$ cat src/rtl/fc_engine_arbiter.sv
// Two-client arbiter in front of a shared FC engine: grants one client, streams
// its N input beats into the engine, then routes the engine's M results back.
module fc_engine_arbiter #(
  parameter int M = 16,
  parameter int N = 8,
  parameter int T = 16
) (
  input  logic         clk,
  input  logic         reset,
  input  logic         c0_in_valid,
  output logic         c0_in_ready,
  input  logic [T-1:0] c0_in_data,
  output logic         c0_out_valid,
  input  logic         c0_out_ready,
  output logic [T-1:0] c0_out_data,
  input  logic         c1_in_valid,
  output logic         c1_in_ready,
  input  logic [T-1:0] c1_in_data,
  output logic         c1_out_valid,
  input  logic         c1_out_ready,
  output logic [T-1:0] c1_out_data,
  output logic         eng_in_valid,
  input  logic         eng_in_ready,
  output logic [T-1:0] eng_in_data,
  input  logic         eng_out_valid,
  output logic         eng_out_ready,
  input  logic [T-1:0] eng_out_data,
  output logic         owner,
  output logic         busy,
  output logic         proto_err,
  output logic [1:0]   state_dbg
);

  // Handshake: every stream moves a beat on a rising clk edge where valid and
  // ready are both 1; valid never depends on ready on the sending side.

  localparam int IW = $clog2(N) + 1;
  localparam int OW = $clog2(M) + 1;
  localparam logic [IW-1:0] IN_LAST  = IW'(N - 1);
  localparam logic [OW-1:0] OUT_LAST = OW'(M - 1);

  typedef enum logic [1:0] {
    S_IDLE  = 2'd0,
    S_LOAD  = 2'd1,
    S_DRAIN = 2'd2
  } state_t;

  state_t        state, state_nxt;
  logic [IW-1:0] in_cnt, in_cnt_nxt;
  logic [OW-1:0] out_cnt, out_cnt_nxt;
  logic          owner_q, owner_nxt;
  logic          last_grant, last_grant_nxt;
  logic          proto_err_q, proto_err_nxt;
  logic          sel_in_valid;
  logic          sel_out_ready;

  always_ff @(posedge clk) begin
    if (reset) begin
      state       <= S_IDLE;
      in_cnt      <= '0;
      out_cnt     <= '0;
      owner_q     <= 1'b0;
      last_grant  <= 1'b1;
      proto_err_q <= 1'b0;
    end else begin
      state       <= state_nxt;
      in_cnt      <= in_cnt_nxt;
      out_cnt     <= out_cnt_nxt;
      owner_q     <= owner_nxt;
      last_grant  <= last_grant_nxt;
      proto_err_q <= proto_err_nxt;
    end
  end

  always_comb begin
    state_nxt      = state;
    in_cnt_nxt     = in_cnt;
    out_cnt_nxt    = out_cnt;
    owner_nxt      = owner_q;
    last_grant_nxt = last_grant;
    proto_err_nxt  = proto_err_q;
    c0_in_ready    = 1'b0;
    c1_in_ready    = 1'b0;
    c0_out_valid   = 1'b0;
    c1_out_valid   = 1'b0;
    c0_out_data    = '0;
    c1_out_data    = '0;
    eng_in_valid   = 1'b0;
    eng_in_data    = '0;
    eng_out_ready  = 1'b0;
    sel_in_valid   = owner_q ? c1_in_valid : c0_in_valid;
    sel_out_ready  = owner_q ? c1_out_ready : c0_out_ready;

    // Engine results are only legal while draining to the owner.
    if (eng_out_valid && (state != S_DRAIN)) proto_err_nxt = 1'b1;

    case (state)
      S_IDLE: begin
        if (c0_in_valid || c1_in_valid) begin
          state_nxt = S_LOAD;
          if (c0_in_valid && c1_in_valid) owner_nxt = ~last_grant;
          else                            owner_nxt = c1_in_valid;
        end
      end
      S_LOAD: begin
        eng_in_valid = sel_in_valid;
        if (sel_in_valid) eng_in_data = owner_q ? c1_in_data : c0_in_data;
        if (owner_q) c1_in_ready = eng_in_ready;
        else         c0_in_ready = eng_in_ready;
        if (sel_in_valid && eng_in_ready) begin
          if (in_cnt == IN_LAST) begin
            in_cnt_nxt = '0;
            state_nxt  = S_DRAIN;
          end else begin
            in_cnt_nxt = in_cnt + 1'b1;
          end
        end
      end
      S_DRAIN: begin
        eng_out_ready = sel_out_ready;
        if (owner_q) begin
          c1_out_valid = eng_out_valid;
          if (eng_out_valid) c1_out_data = eng_out_data;
        end else begin
          c0_out_valid = eng_out_valid;
          if (eng_out_valid) c0_out_data = eng_out_data;
        end
        if (eng_out_valid && sel_out_ready) begin
          if (out_cnt == OUT_LAST) begin
            out_cnt_nxt    = '0;
            last_grant_nxt = owner_q;
            state_nxt      = S_IDLE;
          end else begin
            out_cnt_nxt = out_cnt + 1'b1;
          end
        end
      end
      default: state_nxt = S_IDLE;
    endcase
  end

  assign owner     = owner_q;
  assign busy      = (state != S_IDLE);
  assign proto_err = proto_err_q;
  assign state_dbg = state;

endmodule

$ cat config.mk
export PLATFORM = sky130hd
export DESIGN_NAME = fc_engine_arbiter
export DESIGN_NICKNAME = d
export VERILOG_FILES = /design/src/rtl/fc_engine_arbiter.sv
export SDC_FILE = /design/constraint.sdc
export NUM_CORES = 1
export LEC_CHECK = 0
export BUFFER_PORTS_ARGS = -buffer_cell sky130_fd_sc_hd__buf_2
export CAP_MARGIN = 20
export CORE_ASPECT_RATIO = 0.75
export CORE_MARGIN = 2
export CORE_UTILIZATION = 40
export DETAILED_ROUTE_END_ITERATION = 8
export PLACE_DENSITY = 0.87
export SETUP_SLACK_MARGIN = 0.1
export SYNTH_ARGS = -nofsm -noshare
export SYNTH_HDL_FRONTEND = slang
export SYNTH_SLANG_ARGS = --single-unit
$ cat constraint.sdc
create_clock -name clk -period 3.43 [get_ports clk]
set_clock_uncertainty 0.1 [all_clocks]
set_input_delay 0.1715 -clock clk [delete_from_list [all_inputs] [get_ports clk]]
set_output_delay 0.1715 -clock clk [all_outputs]
set_load 0.05 [all_outputs]
Word-level counts from Yosys, hierarchy flattened
Index checks and enable logic that the tools add are counted.
Word-level totals
  word-level logic and storage cells: 60
  bits in read-only memories: 0
  memories kept: 0
  flip-flop bits (word level): 14
  input bits: 56
  bits in latches: 0
  RAM bits: 0
Operators by class
  multiply operators: 0
  $lt $le $gt $ge: 0
  div/mod/pow operators: 0
  $add $sub $neg: 2
  reduce and logical (&&, ||, !) cells: 12
  equal/unequal tests: 10
  shifts and indexed selects: 0
  bitwise operators: 1
  muxes and demuxes: 29
Operators with widths (number)
  16-bit two-way mux: 8
  1-bit two-way mux: 13
  2-bit inequality test, second input constant: 6
  2-bit two-way mux: 5
  2-bit one-hot mux with 3 select lines: 1
  2-bit AND reduction: 3
  5-bit by 1-bit adder with 5-bit output, second input constant: 1
  5-bit by 4-bit == test with 1-bit output, second input constant: 1
  5-bit two-way mux: 1
  5-bit AND reduction: 1
  4-bit by 1-bit adder with 4-bit output, second input constant: 1
  4-bit by 3-bit == test with 1-bit output, second input constant: 1
  1-bit logical AND: 4
  4-bit two-way mux: 1
  3-bit AND reduction: 1
  2-bit by 1-bit == test with 1-bit output, second input constant: 1
  2-bit == test, second input constant: 1
  2-bit zero test: 1
  2-bit nonzero test: 1
  1-bit logical OR: 1
  1-bit inverter: 1

Longest topological paths before layout
Gate-level depths: netlist of the first run.
  depth after elaboration: 4
  mapped depth: 6
  depth with buffers taken out: 4

Least setup slack after synthesis of the first run
Ideal clock, no wire load.
  path type: register to output
  from: reg owner_q (netlist: owner)
  to: out c1_out_data[10]
  cell stages (with the launch flop): 6
  data required time: 3158 ps
  path buffers: 2
  data arrival time: 2239 ps
  setup slack: 920 ps
  cell sequence: dfxtp_1 buf_4 inv_1 nor2_1 clkbuf_1 and2_1
On the way
  longest elaborated chain between the ends: 2
Ends and longest elaborated chain
  start: declaration: line 51  | logic owner_q, owner_nxt;
  start signal: assignment: line 69  | owner_q <= owner_nxt;
  16-bit two-way mux: line 121  | if (owner_q) begin
  16-bit two-way mux: line 97  | case (state)
  end: declaration: line 21  | output logic [T-1:0] c1_out_data,
Every way passes these cells.

Final worst setup path of the first run
  from: reg owner_q (netlist: owner)
  to: out c1_out_data[1]
The elaborated chain is that of the path after synthesis.

==> out/qor.csv, run 1 <==
metric;value;unit
run status;finished clean;
Gate Count Post-Synth;159;
sw frac;0.336;
DP Wirelength;3.32;mm
Lkg Pwr;0.995;nW
Post-Syn Nets;217;
CTS tree;yes;
hold buffer count at cts;0;
Synth area leader;dfxtp_1;
DR DRC count;0;
first-pass iteration count of the detailed router;4;
register area share after synthesis;0.230;
Yosys top cell area share;0.230;
worst-path cell chain;buf_4 -> inv_1 -> nor2_1 -> and2_1 -> buf_2;
vias post-DR;1517;
Total GRT Usage;0.213;
CTS Buffer Depth;2;
final max-slew violation count;0;
buffer and inverter count on the worst path;3;
CTS clock-pin slew for the worst setup and hold paths;0.06;ns
CTS Buf Count;3;
n_diodes;0;
fin area;1840;um^2
clk_lat worst skew;0.25;ns
worst slew pin tran;0.791;ns
worst setup margin;0.992;ns
chip height;51.8;um
growth of design area from synthesis to finish;51.0;%
final worst-path cycle share;0.711;
slowest stage delay, CP;0.63;ns
WHS Path Cells;3;
post-cts sizing count;0;
vias in the first global route;1287;
unrepaired setup endpoints after global routing;no;
R2R Setup Slk;1.64;ns
largest delay contributor family on the critical path;simple AND/OR/NAND/NOR gates;
Rel. slew slack;0.471;
initial antenna violation count;0;
largest cells by area after synthesis;dfxtp_1 23%, and2_1 16%, mux2i_1 15%, nor2_1 7.4%, a21oi_1 3.7%;
Port Buffers;114;
num rows;17;
final hold vios;0;
ys flop type;dfxtp_1;
Cell Pwr Density;261;nW/um^2
Crit Reg-Reg Endpoint;last_grant$_SDFFE_PP1P_;
Die Wd;67.7;um
HP Class;input port to register;
Initial Util;0.418;
first-pass GRT wire length;5.73;mm
# Post-CTS Setup Buffers;0;
cells on worst reg2reg path;5;
Post-synth EDFFs;0;
Period minus WS final;2.44;ns
CP Launch Type;register;
CP Class;register to primary output;
VDD IR max;0.000261;V
Warnings, synthesis;0;
Reg power frac;0.352;
Die Area;3510;um^2
Routed Antenna Nets;0;
asr flop ratio synth;0;
hold path start;c1_in_valid;
gpl congestion;0.836;
Final nets;327;
Yosys reg bits;14;
Root Driver;clkbuf_8;
maxcap violations;0;
crit end category;primary output;
Syn Area/Cell;7.66;um^2
number of vias per cell;4.96;
RR Startpoint;owner$_SDFFE_PP0P_;
area of the core;2910;um^2
Logic pwr share;0.314;
Placed Area;1780;um^2
CP max stage cell;nor2_1;
layout cells sized above 1;0.463;
Clk pwr share;0.334;
Mapped Area;1220;um^2
most frequent cells in the layout;114 x buf_2, 32 x and2_1, 24 x nor2_1;
f_max;0.410;GHz
post-route setup TNS;0;ns
Min Hold Slack;0.0995;ns
Hold Path End;owner$_SDFFE_PP0P_;
Top Ports;115;
critical path arrival;2.17;ns
Tot Pwr;0.480;mW
final setup vio count;0;
CP Data Required Time;3.16;ns
CTS H-Tree Depth;1;
final wirelength;4.02;mm
post-synth cell types;32;
dpl ws;1.24;ns
most common cell after layout, fill and taps aside;buf_2;
drt wl/cell;13.1;um
initial DRC count;47;
internal power;0.319;mW
CP max FO;22;
Psw;0.161;mW
grt total ovfl;0;
CTS Sinks;14;
largest net degree at the start of global routing;23;
[per-layer routing]
| metal | routed length, um | share of wire | GRT usage | vias up |
|---|---|---|---|---|
| li1 | - | - | - | 772 |
| met5 | 0 | 0 | 0 | - |
| met1 | 1660 | 0.41 | 0.245 | 685 |
| met3 | 294 | 0.073 | 0.0411 | 4 |
| met2 | 2030 | 0.50 | 0.399 | 56 |
| met4 | 36 | 0.0090 | 0.0510 | 0 |
[worst max-delay path by stage]
stage	start	depth (start not counted)	end	slack, ns
finish	owner$_SDFFE_PP0P_	5	c1_out_data[1]	0.99
global route	owner$_SDFFE_PP0P_	5	c1_out_data[1]	0.87
CTS	owner$_SDFFE_PP0P_	5	c1_out_data[1]	0.97
detailed placement	owner$_SDFFE_PP0P_	5	c1_out_data[1]	1.24
global placement	owner$_SDFFE_PP0P_	5	c1_out_data[1]	1.35
floorplan	owner$_SDFFE_PP0P_	5	c1_out_data[10]	0.92
[Yosys cell counts (2+ instances only)]
| library cell | n |
|---|---|
| or2_2 | 2 |
| dfxtp_1 | 14 |
| and2_1 | 32 |
| nand2b_1 | 2 |
| o31ai_1 | 5 |
| nor2_1 | 24 |
| nand4b_1 | 2 |
| buf_6 | 2 |
| or3_1 | 2 |
| or4_1 | 4 |
| a211oi_1 | 2 |
| o21ai_0 | 5 |
| mux2i_1 | 18 |
| nand3_1 | 3 |
| inv_1 | 6 |
| or4b_1 | 2 |
| buf_2 | 6 |
| nor3_1 | 2 |
| a21oi_1 | 9 |
| nand2_1 | 3 |
| ha_1 | 2 |
| clkbuf_1 | 2 |
[power groups by stage]
stage               clock, mW  combinational [mW]  sequential, mW
finish                  0.160               0.151           0.169
global route            0.168               0.162           0.170
CTS                     0.165               0.151           0.169
detailed placement          0               0.150           0.173
global placement            0               0.146           0.172
floorplan                   0              0.0898           0.180
[stage by stage]
stage	cells	util
after floorplan	159	-
after global placement	302	0.612
after detailed placement	302	0.612
after CTS	306	0.631
after global routing	306	0.631
final	306	0.631
[registers in the layout, indices dropped and copies added, names as in the netlist]
signal	flops
owner	1
state_dbg	2
proto_err	1
in_cnt	4
out_cnt	5
last_grant	1
[final cells by class]
type                            instances  area (um^2)
Sequential cell                        14          280
Timing Repair Buffer                  116          586
Inverter                                6         22.5
Tap cell                               38         47.5
Multi-Input combinational cell        128          847
Fill cell                             263         1080
Clock buffer                            4         55.1
[tightest hold or removal path, cell delays in order]
cell	delay, ns
buf_2	0.12
nand2_1	0.06
a21oi_1	0.05
[logic make-up after synthesis]
group                    share of synthesized area
adder cells (fa/ha/maj)                     0.0206
AO/OA/AOI/OAI                                0.131
AND/OR/NAND/NOR                              0.397
multiplexers                                 0.148
buffers and inverters                       0.0740
flip-flops                                   0.230
Note: power is estimated with default switching activity, not from simulation.
==> inputs of run 2 (changes only) <==
--- a/config.mk
+++ b/config.mk
@@ -5,13 +5,14 @@
 export SDC_FILE = /design/constraint.sdc
 export NUM_CORES = 1
 export LEC_CHECK = 0
+export ABC_AREA = 1
 export BUFFER_PORTS_ARGS = -buffer_cell sky130_fd_sc_hd__buf_2
 export CAP_MARGIN = 20
 export CORE_ASPECT_RATIO = 0.75
 export CORE_MARGIN = 2
-export CORE_UTILIZATION = 40
+export CORE_UTILIZATION = 33
 export DETAILED_ROUTE_END_ITERATION = 8
-export PLACE_DENSITY = 0.87
+export PLACE_DENSITY = 0.76
 export SETUP_SLACK_MARGIN = 0.1
 export SYNTH_ARGS = -nofsm -noshare
 export SYNTH_HDL_FRONTEND = slang
==> constraint.sdc (replaced) <==
create_clock -name clk -period 2.1 [get_ports clk]
set_clock_uncertainty 0.1 [all_clocks]
set_input_delay 0.105 -clock clk [delete_from_list [all_inputs] [get_ports clk]]
set_output_delay 0.105 -clock clk [all_outputs]
set_load 0.05 [all_outputs]
==> run 2 against run 1 <==
  * Clock power increased by 61%
  * Count of clock-buffer cells in the layout unchanged
  * Setup slack got worse by 0.75 ns
  * Critical endpoint is now c0_out_data[2]
  * Combinational power increased by 99%
  * Sequential share of layout area decreased by 2.2 points
  * Utilization decreased by 1.5 points
  * Critical path depth increased by 1
  * First-iteration DRC count increased by 34%
  * Cell count increased by 25%
  * Worst hold slack got worse by 0.055 ns
  * Wire length decreased by 0.37%
  * Die area increased by 20%
==> out/qor.csv, run 2 <==
metric;value;unit
run status;finished clean;
ys flop type;dfxtp_1;
Logic pwr share;0.360;
CP Launch Type;register;
CTS Buffer Depth;2;
HP Class;input port to register;
Biggest register;out_cnt;
final core occ;0.616;
chip height;56.7;um
initial antenna violation count;0;
multi-input logic area;1080;um^2
DP Wirelength;3.26;mm
CTS tree;yes;
num rows;19;
Initial Util;0.340;
hold path start;c1_in_valid;
Synth Area in Simple Gates;0.438;
register area share after synthesis;0.230;
Gate Count Post-Synth;218;
Warnings, synthesis;0;
worst slew pin tran;0.627;ns
dpl ws;0.347;ns
most numerous cell in the Yosys netlist;nand2_1;
Post-Syn Nets;276;
CP Launch Point;state_dbg[0]$_SDFFE_PP0P_;
worst setup margin;0.237;ns
CP Class;register to primary output;
Yosys reg bits;14;
fin area;2210;um^2
f_max;0.537;GHz
Psw;0.311;mW
CTS Buf Count;3;
gpl congestion;0.788;
Crit Reg-Reg Endpoint;last_grant$_SDFFE_PP1P_;
cells on worst reg2reg path;6;
xor-xnor portion of the synthesized cell area;0.0144;
drt wl/cell;10.4;um
internal power;0.527;mW
Placed Area;2140;um^2
grt total ovfl;0;
Rel. slew slack;0.582;
largest net degree at the start of global routing;26;
Post-synth EDFFs;0;
Clk pwr share;0.308;
largest cells by area after synthesis;dfxtp_1 23%, nand2_1 19%, nor2_1 14%, inv_1 8.6%, a21oi_2 7.9%;
worst-path cell chain;inv_1 -> nand3_2 -> nor2_4 -> inv_2 -> nor2_2 -> buf_2;
Hold Path End;owner$_SDFFE_PP0P_;
vias post-DR;1701;
Reg power frac;0.332;
n_diodes;0;
number of vias per cell;4.44;
growth of design area from synthesis to finish;81.2;%
crit end category;primary output;
Mapped Area;1220;um^2
R2R Setup Slk;0.58;ns
CTS Sinks;14;
VDD IR max;0.000402;V
largest delay contributor family on the critical path;buffers and inverters;
Total GRT Usage;0.181;
final setup vio count;0;
final max-slew violation count;0;
Post-Synth Adder-Cell Area;0.0205;
slowest stage delay, CP;0.34;ns
final hold vios;0;
multiplexer share of the synthesized area;0;
Synth area leader;dfxtp_1;
CP max stage cell;dfxtp_2;
Final nets;390;
vias in the first global route;1442;
first-pass GRT wire length;6.15;mm
RR Startpoint;out_cnt[0]$_SDFFE_PP0P_;
Yosys top cell area share;0.230;
Syn Area/Cell;5.60;um^2
CP max FO;16;
unrepaired setup endpoints after global routing;no;
layout cells sized above 1;0.562;
dpl cells;378;
fin cells;383;
largest family of logic cells by synthesized area;simple AND/OR/NAND/NOR gates;
asr flop ratio synth;0;
Port Buffers;114;
post-synthesis compound-gate area fraction;0.161;
WHS Path Cells;3;
most frequent cells in the layout;114 x buf_2, 62 x nand2_1, 28 x inv_1;
CP Data Required Time;1.89;ns
CTS H-Tree Depth;1;
synth cell count leaders;62 x nand2_1, 44 x nor2_1, 28 x inv_1, 17 x a21oi_1;
max reg flops;5;
final wirelength;4.00;mm
Cell Pwr Density;379;nW/um^2
most common cell after layout, fill and taps aside;buf_2;
Die Area;4200;um^2
buffer and inverter count on the worst path;3;
initial DRC count;63;
maxcap violations;0;
storage element area;289;um^2
sw frac;0.371;
post-route setup TNS;0;ns
area of the core;3590;um^2
critical path arrival;1.66;ns
Die Wd;74.2;um
final worst-path cycle share;0.887;
DR DRC count;0;
Top Ports;115;
Lkg Pwr;1.15;nW
Period minus WS final;1.86;ns
Root Driver;clkbuf_8;
Fill cells;338;
clk_lat worst skew;0.24;ns
post-synth cell types;20;
Routed Antenna Nets;0;
CTS clock-pin slew for the worst setup and hold paths;0.06;ns
first-pass iteration count of the detailed router;4;
## run 2: cell count changes after synthesis, sizes merged, moves of 3 or more
cell   delta
a21oi    +19
nand3    +13
mux2i    -18
or4       -4
and2     -32
nand2    +61
o31ai     -5
buf       -3
nor2     +21
inv      +26
## run 2: how the worst max path moves through the flow
stage / endpoint / slack, ns / cells after the start
final: c0_out_data[2] / 0.24 / 6
after global routing: c0_out_data[2] / 0.15 / 6
after CTS: c1_out_data[5] / 0.19 / 6
after detailed placement: eng_in_data[14] / 0.35 / 5
after global placement: c1_out_data[4] / 0.37 / 6
after floorplan: c0_out_data[11] / 0.12 / 6
## run 2: cell type report
type | count | share of cell area
inverters | 32 | 0.0566
flip-flops and latches | 14 | 0.131
multi-input cells | 164 | 0.490
clock buffers | 4 | 0.0249
well taps | 52 | 0.0294
repair buffers | 117 | 0.268
## run 2: per-layer routing
layer | global-route usage | up-vias | share of wire
li1 | - | 900 | -
met3 | 0.0413 | 2 | 0.067
met5 | 0 | - | 0
met4 | 0.0364 | 0 | 0.0053
met2 | 0.329 | 50 | 0.49
met1 | 0.214 | 749 | 0.44
## run 2: power by group through the flow
stage,Sequential (mW),Clock (mW),Combinational [mW]
2_1_floorplan,0.296,0,0.201
3_3_place_gp,0.287,0,0.293
3_5_place_dp,0.287,0,0.297
4_1_cts,0.281,0.270,0.299
5_1_grt,0.279,0.283,0.324
6_report,0.278,0.258,0.301
## run 2: cell families (layout without fill, tap and decap cells)
family / Yosys count / count (layout)
flip-flops: 14 / 14
XOR/XNOR: 2 / 2
adder cells (fa/ha/maj): 2 / 2
AO/OA/AOI/OAI: 31 / 31
buffers and inverters: 40 / 153
AND/OR/NAND/NOR: 129 / 129
## run 2: what timing repair did
action	CTS	global route
gates resized for setup	2	0
endpoints found under the setup margin	32	1
pin swaps	0	0
hold buffers	0	0
setup buffers	0	1
cloned	0	0
## run 2: stage by stage
step | hold WS [ns] | power, mW
floorplan | 0.0644 | 0.496
global placement | 0.297 | 0.580
detailed placement | 0.294 | 0.584
CTS | 0.0389 | 0.850
global route | 0.0577 | 0.886
finish | 0.0441 | 0.837
## run 2: worst min-delay path, cell delays in order
cell and delay [ns]:
buf_2 0.11, nand3_1 0.07, a21oi_1 0.06
==> inputs of run 3 (changes only) <==
--- a/config.mk
+++ b/config.mk
@@ -5,13 +5,14 @@
 export SDC_FILE = /design/constraint.sdc
 export NUM_CORES = 1
 export LEC_CHECK = 0
-export ABC_AREA = 1
+export ABC_AREA = 0
 export BUFFER_PORTS_ARGS = -buffer_cell sky130_fd_sc_hd__buf_2
 export CAP_MARGIN = 20
 export CORE_ASPECT_RATIO = 0.75
 export CORE_MARGIN = 2
 export CORE_UTILIZATION = 33
 export DETAILED_ROUTE_END_ITERATION = 8
+export HOLD_SLACK_MARGIN = 0.08
 export PLACE_DENSITY = 0.76
 export SETUP_SLACK_MARGIN = 0.1
 export SYNTH_ARGS = -nofsm -noshare
==> run 3 against run 2 <==
  * Setup slack worse by 0.034 ns
  * Sequential power about the same
  * Non-clock buffer count up 10
  * Worst hold slack better by 0.039 ns
  * Critical endpoint is now c0_out_data[0]
==> out/qor.csv, run 3 (synthesis results as in run 1) <==
metric;value;unit
vias in the first global route;1191;
Cell Pwr Density;400;nW/um^2
unrepaired setup endpoints after global routing;no;
clk_lat worst skew;0.24;ns
critical path arrival;1.69;ns
final wirelength;3.88;mm
global routing usage on met2;0.272;
final max-slew violation count;0;
layout cells sized above 1;0.581;
met1 usage;0.218;
final setup vio count;0;
first-pass GRT wire length;5.53;mm
run status;finished clean;
CTS Buffer Depth;2;
GR peak layer;met2;
maxcap violations;0;
met3 usage;0.0503;
CTS H-Tree Depth;1;
Initial Util;0.339;
Final nets;338;
DP Wirelength;3.06;mm
CP Data Required Time;1.89;ns
final hold vios;0;
vias post-DR;1534;
fin area;2070;um^2
crit end category;primary output;
DR DRC count;0;
Total GRT Usage;0.165;
CTS clock-pin slew for the worst setup and hold paths;0.06;ns
initial antenna violation count;0;
Port Buffers;114;
CTS Sinks;14;
max reg flops;5;
f_max;0.527;GHz
area of the core;3590;um^2
drt wl/cell;11.7;um
CP Launch Type;input port;
chip height;56.6;um
CP max FO;17;
worst slew pin tran;0.328;ns
growth of design area from synthesis to finish;70.4;%
n_diodes;0;
Biggest register;out_cnt;
Placed Area;1930;um^2
Routed Antenna Nets;0;
Tot Pwr;0.830;mW
post-route setup TNS;0;ns
num rows;19;
Die Area;4200;um^2
Top Ports;115;
HP Class;input port to register;
Rel. slew slack;0.780;
most frequent cells in the layout;114 x buf_2, 23 x and2_1, 18 x mux2i_1;
Root Driver;clkbuf_8;
initial DRC count;37;
VDD IR max;0.000497;V
CP Class;input port to primary output;
final worst-path cycle share;0.903;
Period minus WS final;1.90;ns
first-pass iteration count of the detailed router;4;
Die Wd;74.1;um
number of vias per cell;4.63;
gpl congestion;0.766;
CTS tree;yes;
largest net degree at the start of global routing;20;
CTS Buf Count;3;
Lkg Pwr;1.06;nW
most common cell after layout, fill and taps aside;buf_2;
grt total ovfl;0;
-- run 3: cell types whose count changed in the layout (fill, tap and decap cells not counted), moves of 6 or more --
cell	before	now
inv_1	28	5
and2_1	0	23
and2_2	0	9
a21oi_2	6	0
nor2_4	23	9
buf_4	3	9
nand2_1	62	3
nand3_1	14	3
a21oi_4	11	0
mux2i_1	0	18
-- run 3: what timing repair did --
action	4_1_cts	5_1_grt
pin swaps	0	1
setup endpoints to repair	17	1
setup buffers	0	6
hold buffers	2	0
resized for setup	1	0
endpoints found under the hold margin	2	0
-- run 3: worst paths after layout --
| path | start | to | slack, ns | cells past startpoint |
|---|---|---|---|---|
| max | eng_out_valid | c0_out_data[0] | 0.20 | 7 |
| min | reset | proto_err$_SDFFE_PP0P_ | 0.08 | 2 |
| max reg2reg | out_cnt[0]$_SDFFE_PP0P_ | last_grant$_SDFFE_PP1P_ | 0.49 | 4 |
| min reg2reg | out_cnt[4]$_SDFFE_PP0P_ | out_cnt[4]$_SDFFE_PP0P_ | 0.36 | 1 |
-- run 3: metal layers --
layer,wire length [um],part of all wire
met1,1600,0.41
met5,0,0
met2,1890,0.49
met4,21,0.0054
met3,364,0.094
-- run 3: final cells by class --
type                            count  area [um^2]
Fill cell                         319         1520
Multi-Input combinational cell    128          946
Timing Repair Buffer              127          698
Sequential cell                    14          284
Tap cell                           52         65.1
Clock buffer                        4         55.1
Inverter                            6         26.3
-- run 3: critical path, cell delays in order --
cell and delay [ns]:
dlygate4sd3_1 0.52, buf_2 0.15, nand3b_4 0.15, nor2_1 0.16, buf_4 0.20, and2_2 0.15, buf_2 0.25
-- run 3: power by group --
group	switching [mW]	internal, mW
clock network	0.0948	0.166
logic	0.180	0.112
registers	0.00617	0.271
-- run 3: metrics by stage --
step	std cells	hold slack (ns)	utilization	worst slack (ns)
floorplan	159	0.0872	-	0.103
global placement	319	0.275	0.537	0.317
detailed placement	319	0.277	0.537	0.301
CTS	325	0.0834	0.558	0.149
global route	331	0.106	0.578	0.0873
finish	331	0.0833	0.578	0.203
